<file path="config.mk">
export PLATFORM = sky130hd
export DESIGN_NAME = hex_display_scanner
export DESIGN_NICKNAME = d
export VERILOG_FILES = /design/src/rtl/hex_display_scanner.sv
export SDC_FILE = /design/constraint.sdc
export NUM_CORES = 1
export LEC_CHECK = 0
export CAP_MARGIN = 20
export CORE_MARGIN = 4
export CORE_UTILIZATION = 54
export DETAILED_ROUTE_END_ITERATION = 8
export PLACE_DENSITY = 0.84
export SYNTH_ARGS = -nofsm -noshare
export SYNTH_HDL_FRONTEND = slang
export SYNTH_SLANG_ARGS = --single-unit
</file>
<file path="constraint.sdc">
create_clock -name clk_i -period 3.7 [get_ports clk_i]
set_clock_uncertainty 0.2 [all_clocks]
set_input_delay 0.74 -clock clk_i [delete_from_list [all_inputs] [get_ports clk_i]]
set_output_delay 0.74 -clock clk_i [all_outputs]
set_load 0.02 [all_outputs]
</file>
<file path="src/rtl/hex_display_scanner.sv">
// Time-multiplexed scanner for a common-anode 7-segment display: byte-writable value register,
// frame-synchronous shadow copy, per-digit prescaler and optional leading-zero blanking.
module hex_display_scanner #(
  parameter int NUM_DIGITS = 8,
  parameter int SCAN_DIV   = 50000
) (
  input  logic                  clk_i,
  input  logic                  rst_ni,
  input  logic                  wr_en_i,
  input  logic [31:0]           wr_data_i,
  input  logic [3:0]            wr_strb_i,
  input  logic                  en_i,
  input  logic                  blank_lz_i,
  output logic [31:0]           value_o,
  output logic [3:0]            nibble_o,
  output logic [NUM_DIGITS-1:0] digit_en_n_o,
  output logic                  blank_o,
  output logic                  frame_o
);

  localparam int IW = (NUM_DIGITS > 1) ? $clog2(NUM_DIGITS) : 1;
  localparam int PW = $clog2(SCAN_DIV);
  localparam int DW = 4 * NUM_DIGITS;
  localparam logic [IW-1:0] IDX_LAST   = IW'(NUM_DIGITS - 1);
  localparam logic [PW-1:0] PRESC_LAST = PW'(SCAN_DIV - 1);

  logic [31:0]   value_reg;
  logic [31:0]   value_next;
  logic [31:0]   wr_mask;
  logic [DW-1:0] shadow_reg;
  logic [PW-1:0] presc_reg;
  logic [IW-1:0] idx_reg;
  logic          en_reg;
  logic          blz_reg;
  logic          frame_reg;

  logic run;
  logic tick;
  logic wrap;
  logic load;

  logic [3:0]            nib [NUM_DIGITS];
  logic [NUM_DIGITS-1:0] lead;

  genvar gi;

  generate
    for (gi = 0; gi < 4; gi++) begin : g_lane
      assign wr_mask[8*gi +: 8] = {8{wr_en_i & wr_strb_i[gi]}};
    end
  endgenerate

  assign value_next = (value_reg & ~wr_mask) | (wr_data_i & wr_mask);

  // Counting only starts once the enable has been seen for a full cycle, so
  // the first slot after (re)enable is as long as every other slot.
  assign run  = en_i & en_reg;
  assign tick = run & (presc_reg == PRESC_LAST);
  assign wrap = tick & (idx_reg == IDX_LAST);
  assign load = ~run | wrap;

  always_ff @(posedge clk_i or negedge rst_ni) begin
    if (!rst_ni) begin
      value_reg  <= '0;
      shadow_reg <= '0;
      presc_reg  <= '0;
      idx_reg    <= '0;
      en_reg     <= 1'b0;
      blz_reg    <= 1'b0;
      frame_reg  <= 1'b0;
    end else begin
      value_reg <= value_next;
      en_reg    <= en_i;
      blz_reg   <= blank_lz_i;
      frame_reg <= wrap;
      // Shadow samples the pre-write value so a write on a load edge shows next frame.
      if (load) begin
        shadow_reg <= value_reg[DW-1:0];
      end
      if (!run) begin
        presc_reg <= '0;
        idx_reg   <= '0;
      end else if (tick) begin
        presc_reg <= '0;
        idx_reg   <= (idx_reg == IDX_LAST) ? '0 : idx_reg + 1'b1;
      end else begin
        presc_reg <= presc_reg + 1'b1;
      end
    end
  end

  // lead[i]: nibbles i..top are all zero; digit 0 always stays lit.
  generate
    for (gi = 0; gi < NUM_DIGITS; gi++) begin : g_dig
      assign nib[gi] = shadow_reg[4*gi +: 4];
      if (gi == 0) begin : g_first
        assign lead[gi] = 1'b0;
      end else if (gi == NUM_DIGITS - 1) begin : g_top
        assign lead[gi] = (nib[gi] == 4'd0);
      end else begin : g_mid
        assign lead[gi] = (nib[gi] == 4'd0) & lead[gi+1];
      end
      assign digit_en_n_o[gi] = blank_o | (idx_reg != IW'(gi));
    end
  endgenerate

  assign value_o  = value_reg;
  assign nibble_o = nib[idx_reg];
  assign blank_o  = ~en_reg | (blz_reg & lead[idx_reg]);
  assign frame_o  = frame_reg;

endmodule

</file>
Word level (Yosys, flattened, before mapping)
Index checks and enable logic that the tools add are counted.

storage, ports and cells
  register bits after elaboration = 86
  input bits = 41
  output and inout bits = 46
  logic and storage cells = 70

cells by class
  $add $sub $neg = 2
  order comparisons = 2
  equal/unequal tests = 10
  mux-type cells = 10
  bitwise gates (word level) = 31
  reductions and logical operators = 8

operator list
  kind                                                                           number
  32-bit AND                                                                     2
  16-bit two-way mux                                                             2
  32-bit NOT                                                                     1
  32-bit OR                                                                      1
  4-bit logical NOT                                                              7
  16-bit by 1-bit adder with 16-bit output (second input constant)               1
  16-bit == test (second input constant)                                         1
  1-bit AND                                                                      14
  4-bit binary-select mux with 3-bit select                                      1
  3-bit != test (second input constant)                                          4
  1-bit OR                                                                       10
  3-bit two-way mux                                                              3
  4-bit two-way mux                                                              2
  3-bit by 2-bit != test with 1-bit output (second input constant)               2
  4-bit greater-or-equal comparator (second input constant)                      1
  3-bit by 4-bit less-than comparator with 1-bit output (second input constant)  1
  3-bit NOT with 4-bit output                                                    1
  3-bit by 1-bit adder with 3-bit output (second input constant)                 1
  1-bit binary-select mux with 3-bit select                                      1
  3-bit == test (second input constant)                                          1
  3-bit by 1-bit != test with 1-bit output (second input constant)               1
  3-bit nonzero test                                                             1
  2-bit by 1-bit != test with 1-bit output (second input constant)               1
  1-bit NOT                                                                      2
  1-bit two-way mux                                                              1

Depth between registers and ports, before layout
  word-level depth = 12
  mapped depth = 6

Least setup slack after synthesis
Ideal clock, no wire load.

  kind = register -> output
  from = reg shadow_reg[16]
  to = out digit_en_n_o[0]
  data arrival time = 1838 ps
  required time = 2760 ps
  slack = 922 ps
  cell stages (with the launch flop) = 5
  path through = dfrtp_1 > o41a_1 > or4_1 > clkbuf_1 > o2111ai_1

between the ends
  word-level cells in the longest chain between the ends = 10

ends and longest elaborated chain
  item                                         RTL line  source
  start, declared                              30        logic [DW-1:0] shadow_reg;
  start signal, assigned                       78        shadow_reg <= value_reg[DW-1:0];
  4-bit logical NOT *                          101       assign lead[gi] = (nib[gi] == 4'd0) & lead[gi+1];
  1-bit AND *                                  101
  1-bit AND (3 in a row)                       101
  1-bit binary-select mux with 3-bit select *  109       assign blank_o = ~en_reg | (blz_reg & lead[idx_reg]);
  1-bit two-way mux (not written as such) *    109
  1-bit AND *                                  109
  1-bit OR *                                   109
  1-bit OR *                                   103       assign digit_en_n_o[gi] = blank_o | (idx_reg != IW'(gi));
  end, declared                                16        output logic [NUM_DIGITS-1:0] digit_en_n_o,

Every way passes the cells marked *; elsewhere a longest branch is shown, timed or not. The select of a mux whose other input is x is not followed.

Worst setup path after layout
  from = reg shadow_reg[29]
  to = out digit_en_n_o[2]

between the ends
  word-level cells in the longest chain between the ends = 12

ends and longest elaborated chain
  item                                         RTL line  source
  4-bit logical NOT *                          99        assign lead[gi] = (nib[gi] == 4'd0);
  1-bit AND (6 in a row)                       101
  1-bit binary-select mux with 3-bit select *  109
  1-bit two-way mux (not written as such) *    109
  1-bit AND *                                  109
  1-bit OR *                                   109
  1-bit OR *                                   103

Marks and branches as above.

==> qor.csv <==
stage,metric,value,unit
yosys,cell taking the most area after synthesis,sky130_fd_sc_hd__dfrtp_1,
finish,ratio of cells with drive above 1 in the final layout,25.2,%
drt,Via-to-Cell Ratio,5.53,
timing,Fmax achieved,0.277,GHz
clock_network,total number of H-tree levels,3,
worst_setup_path,data required time at the worst endpoint,2760,ps
drt,Via Count,2703,
floorplanning,Core Rows,30,
clock_network,clock buffer count from CTS,9,
floorplanning,Initial Utilization,56.4,%
worst_setup_path,register-to-register setup slack,1240,ps
drt,post-detailed-routing wire length,8640,um
clock_network,TritonCTS sink count,86,
finish,ant diodes,0,
worst_setup_path,capturing element of the worst setup path,digit_en_n_o[2],
status,status,"complete, no violations",
run,number of max-cap violations,0,
clock_network,"CTS clk-pin slew, worst paths",80,ps
yosys,sequential element share of the synthesized area,55.5,%
drt,number of optimization iterations in the first detailed-route pass,4,
worst_setup_path,highest fanout seen on the critical path,9,
timing,worst-case hold slack,121,ps
drt,DRT antenna net count,0,
drt,violation count after the first detailed-route iteration,107,
pwr,worst vdd rail ir drop,0.363,mV
grt,overall fraction of global-route tracks in use,21.5,%
min_path,class of the worst hold path,input pin to asynchronous set/reset pin,
yosys,share of the synthesized area in the top cell type,55.5,%
yosys,leading cell types by total area after synthesis,"sky130_fd_sc_hd__dfrtp_1, sky130_fd_sc_hd__mux2_2, sky130_fd_sc_hd__mux4_2, sky130_fd_sc_hd__xnor2_1, sky130_fd_sc_hd__nand2_1",
yosys,number of warning messages in the yosys log,0,
pwr,Leakage,2.04,nW
timing,Setup Viol. Count Final,0,
timing,shortest clock period the worst path allows after layout,3610,ps
clock_network,worst-skew pair later-pin latency,350,ps
timing,final hold vios,0,
grt,largest net degree at the start of global routing,87,
floorplanning,area inside the core boundary,6870,um2
worst_setup_path,worst setup path start,shadow_reg[29],
grt,vias in the first global route,2848,
worst_setup_path,Worst Setup Start Kind,flop,
yosys,top flip-flop cell by instance count after synthesis,sky130_fd_sc_hd__dfrtp_1,
pwr,net switching power,0.624,mW
worst_setup_path,Reg2Reg Launch Point,idx_reg[0],
pwr,Power Density,454,nW/um2
placed_design,Port-buffer cells,86,
timing,final number of max-transition violations,0,
clock_network,clk root buf,sky130_fd_sc_hd__clkbuf_8,
timing,tightest slew margin relative to the limit,58.5,%
floorplanning,overall die area,8600,um2
finish,area added between synthesis and finish,31.4,%
drt,routed len/inst,17.7,um
pwr,proportion of power drawn by combinational gates,19.8,%
worst_setup_path,capture instance of the worst register-to-register path,shadow_reg[15],
clock_network,post-CTS setup buffer count,0,
finish,Post-Layout Cell Count,489,
floorplanning,I/O pin total,87,
yosys,number of library cell types mapped by synthesis,39,
pwr,clock network fraction of design power,30.1,%
grt,GRT Residual Overflow,0,
timing,Sum Neg Setup Slack,0,ps
clock_network,TritonCTS clock tree,done,
finish,net count of the finished layout,436,
yosys,synthesized area per cell,13.1,um2
pwr,sequential fraction of design power,50.0,%
placed_design,placed cell count,472,
clock_network,maximum buffer depth of the clock tree,2,
pwr,Total Power Consumption,2.31,mW
yosys,netlist area before placement,3880,um2
pwr,internal power,1.69,mW
floorplanning,horizontal extent of the die,92.7,um
grt,number of antenna violations at the first check in global routing,0,
placed_design,HPWL Detailed,6340,um
yosys,synthesized net count,343,
timing,measured slew at the worst slew-check pin,621,ps
worst_setup_path,length in cells of the worst reg-to-reg path,6,
worst_setup_path,crit path kind,flop to primary output,
yosys,"FFs w/ async S/R, synth",100,%
drt,detailed-route DRC error count,0,
timing,share of the cycle needed by the critical path after routing,97.5,%
pwr,net switching fraction of the power,27.0,%
yosys,gate count after technology mapping,295,
worst_setup_path,Setup crit end kind,primary output,
floorplanning,Die H,92.7,um
timing,RSZ-0062 raised after global routing,false,
yosys,count of flip-flops with a built-in enable after synthesis,0,
grt,wire length of the first global-routing pass,14400,um
worst_setup_path,Worst Path Arrival,2670,ps
placed_design,placer's final routability congestion estimate,0.849,
yosys,post-synthesis sequential element count,86,
==> worst min path at each step <==
stage / from / end / slack (ps)
after CTS: presc_reg[0] / presc_reg[0] / 290
after detailed placement: presc_reg[0] / presc_reg[0] / 280
after floorplan: rst_ni / asynchronous set/reset pin / 240
final: rst_ni / asynchronous set/reset pin / 120
after global placement: presc_reg[0] / presc_reg[0] / 270
after global routing: rst_ni / asynchronous set/reset pin / 140
==> cell type report <==
type | count | area, um2
clock buffer | 12 | 165
tap | 96 | 120
timing repair buffer | 91 | 921
clock inverter | 4 | 53.8
multi-input combinational | 193 | 1660
fill | 467 | 1780
inverter | 7 | 26.3
sequential | 86 | 2150
==> metrics by stage <==
stage               instance area, um2  setup slack [ps]  utilization, %
floorplan                         3880               922               -
global placement                  4840               477            70.4
detailed placement                4840               346            70.4
CTS                               5060              60.7            73.7
global route                      5090              14.1            74.2
finish                            5090              91.9            74.2
==> synthesized netlist by cell type (2+ instances only) <==
library cell,number
sky130_fd_sc_hd__mux4_2,8
sky130_fd_sc_hd__nor2_1,19
sky130_fd_sc_hd__and3_1,3
sky130_fd_sc_hd__or4_1,3
sky130_fd_sc_hd__a21oi_1,6
sky130_fd_sc_hd__or3_1,3
sky130_fd_sc_hd__nor3_1,3
sky130_fd_sc_hd__xnor2_1,11
sky130_fd_sc_hd__buf_4,3
sky130_fd_sc_hd__o2111ai_1,3
sky130_fd_sc_hd__o21ai_0,3
sky130_fd_sc_hd__inv_1,6
sky130_fd_sc_hd__mux2_2,64
sky130_fd_sc_hd__ha_1,7
sky130_fd_sc_hd__nand4_1,6
sky130_fd_sc_hd__nor4_1,7
sky130_fd_sc_hd__nand3_1,6
sky130_fd_sc_hd__clkbuf_1,3
sky130_fd_sc_hd__nand2_1,24
sky130_fd_sc_hd__dfrtp_1,86
sky130_fd_sc_hd__buf_1,2
sky130_fd_sc_hd__a32oi_1,2
==> layer usage <==
metal	track usage [%]	part of all wire (%)	vias to the layer above
li1	-	-	1264
met1	27.7	43	1351
met2	35.8	50	74
met3	4.71	5.1	14
met4	7.81	1.7	0
met5	0	0	-
==> layout by cell type, fill, tap and decap left out, types with 5 or more instances in the layout <==
master	count
sky130_fd_sc_hd__a21oi_1	6
sky130_fd_sc_hd__buf_4	5
sky130_fd_sc_hd__clkbuf_8	12
sky130_fd_sc_hd__clkdlybuf4s50_1	83
sky130_fd_sc_hd__dfrtp_1	86
sky130_fd_sc_hd__ha_1	7
sky130_fd_sc_hd__inv_1	6
sky130_fd_sc_hd__mux2_2	64
sky130_fd_sc_hd__mux4_2	8
sky130_fd_sc_hd__nand2_1	24
sky130_fd_sc_hd__nand3_1	6
sky130_fd_sc_hd__nand4_1	6
sky130_fd_sc_hd__nor2_1	19
sky130_fd_sc_hd__nor4_1	7
sky130_fd_sc_hd__xnor2_1	11
==> cell families after synthesis <==
kind of cell             count (synthesis)  synth area share (%)
flip-flops                              86                  55.5
AND/OR/NAND/NOR                         82                  10.9
adder cells (fa/ha/maj)                  7                  2.26
multiplexers                            72                  23.2
buffers and inverters                   16                  1.87
AO/OA/AOI/OAI                           20                  3.49
XOR/XNOR                                12                  2.71
==> power groups by stage <==
| stage | Clock [mW] | Sequential, mW | Combinational, mW |
|---|---|---|---|
| floorplan | 0 | 1.20 | 0.178 |
| global placement | 0 | 1.17 | 0.443 |
| detailed placement | 0 | 1.18 | 0.456 |
| CTS | 0.708 | 1.16 | 0.461 |
| global route | 0.747 | 1.18 | 0.488 |
| finish | 0.698 | 1.16 | 0.458 |
==> critical path, cell delays in order, from the launching register on <==
cell and delay [ps]:
sky130_fd_sc_hd__dfrtp_1 420, sky130_fd_sc_hd__nor4_1 310, sky130_fd_sc_hd__nand2_1 120, sky130_fd_sc_hd__or4_4 610, sky130_fd_sc_hd__o2111ai_1 230, sky130_fd_sc_hd__clkdlybuf4s50_1 630
==> what timing repair did <==
item / 4_1_cts / 5_1_grt
gates resized for setup: 1 / 2
endpoints found under the setup margin: 5 / 2
hold buffers: 0 / 0
endpoints found under the hold margin: 0 / 0
No activity file was read; power rests on OpenSTA's default activity.
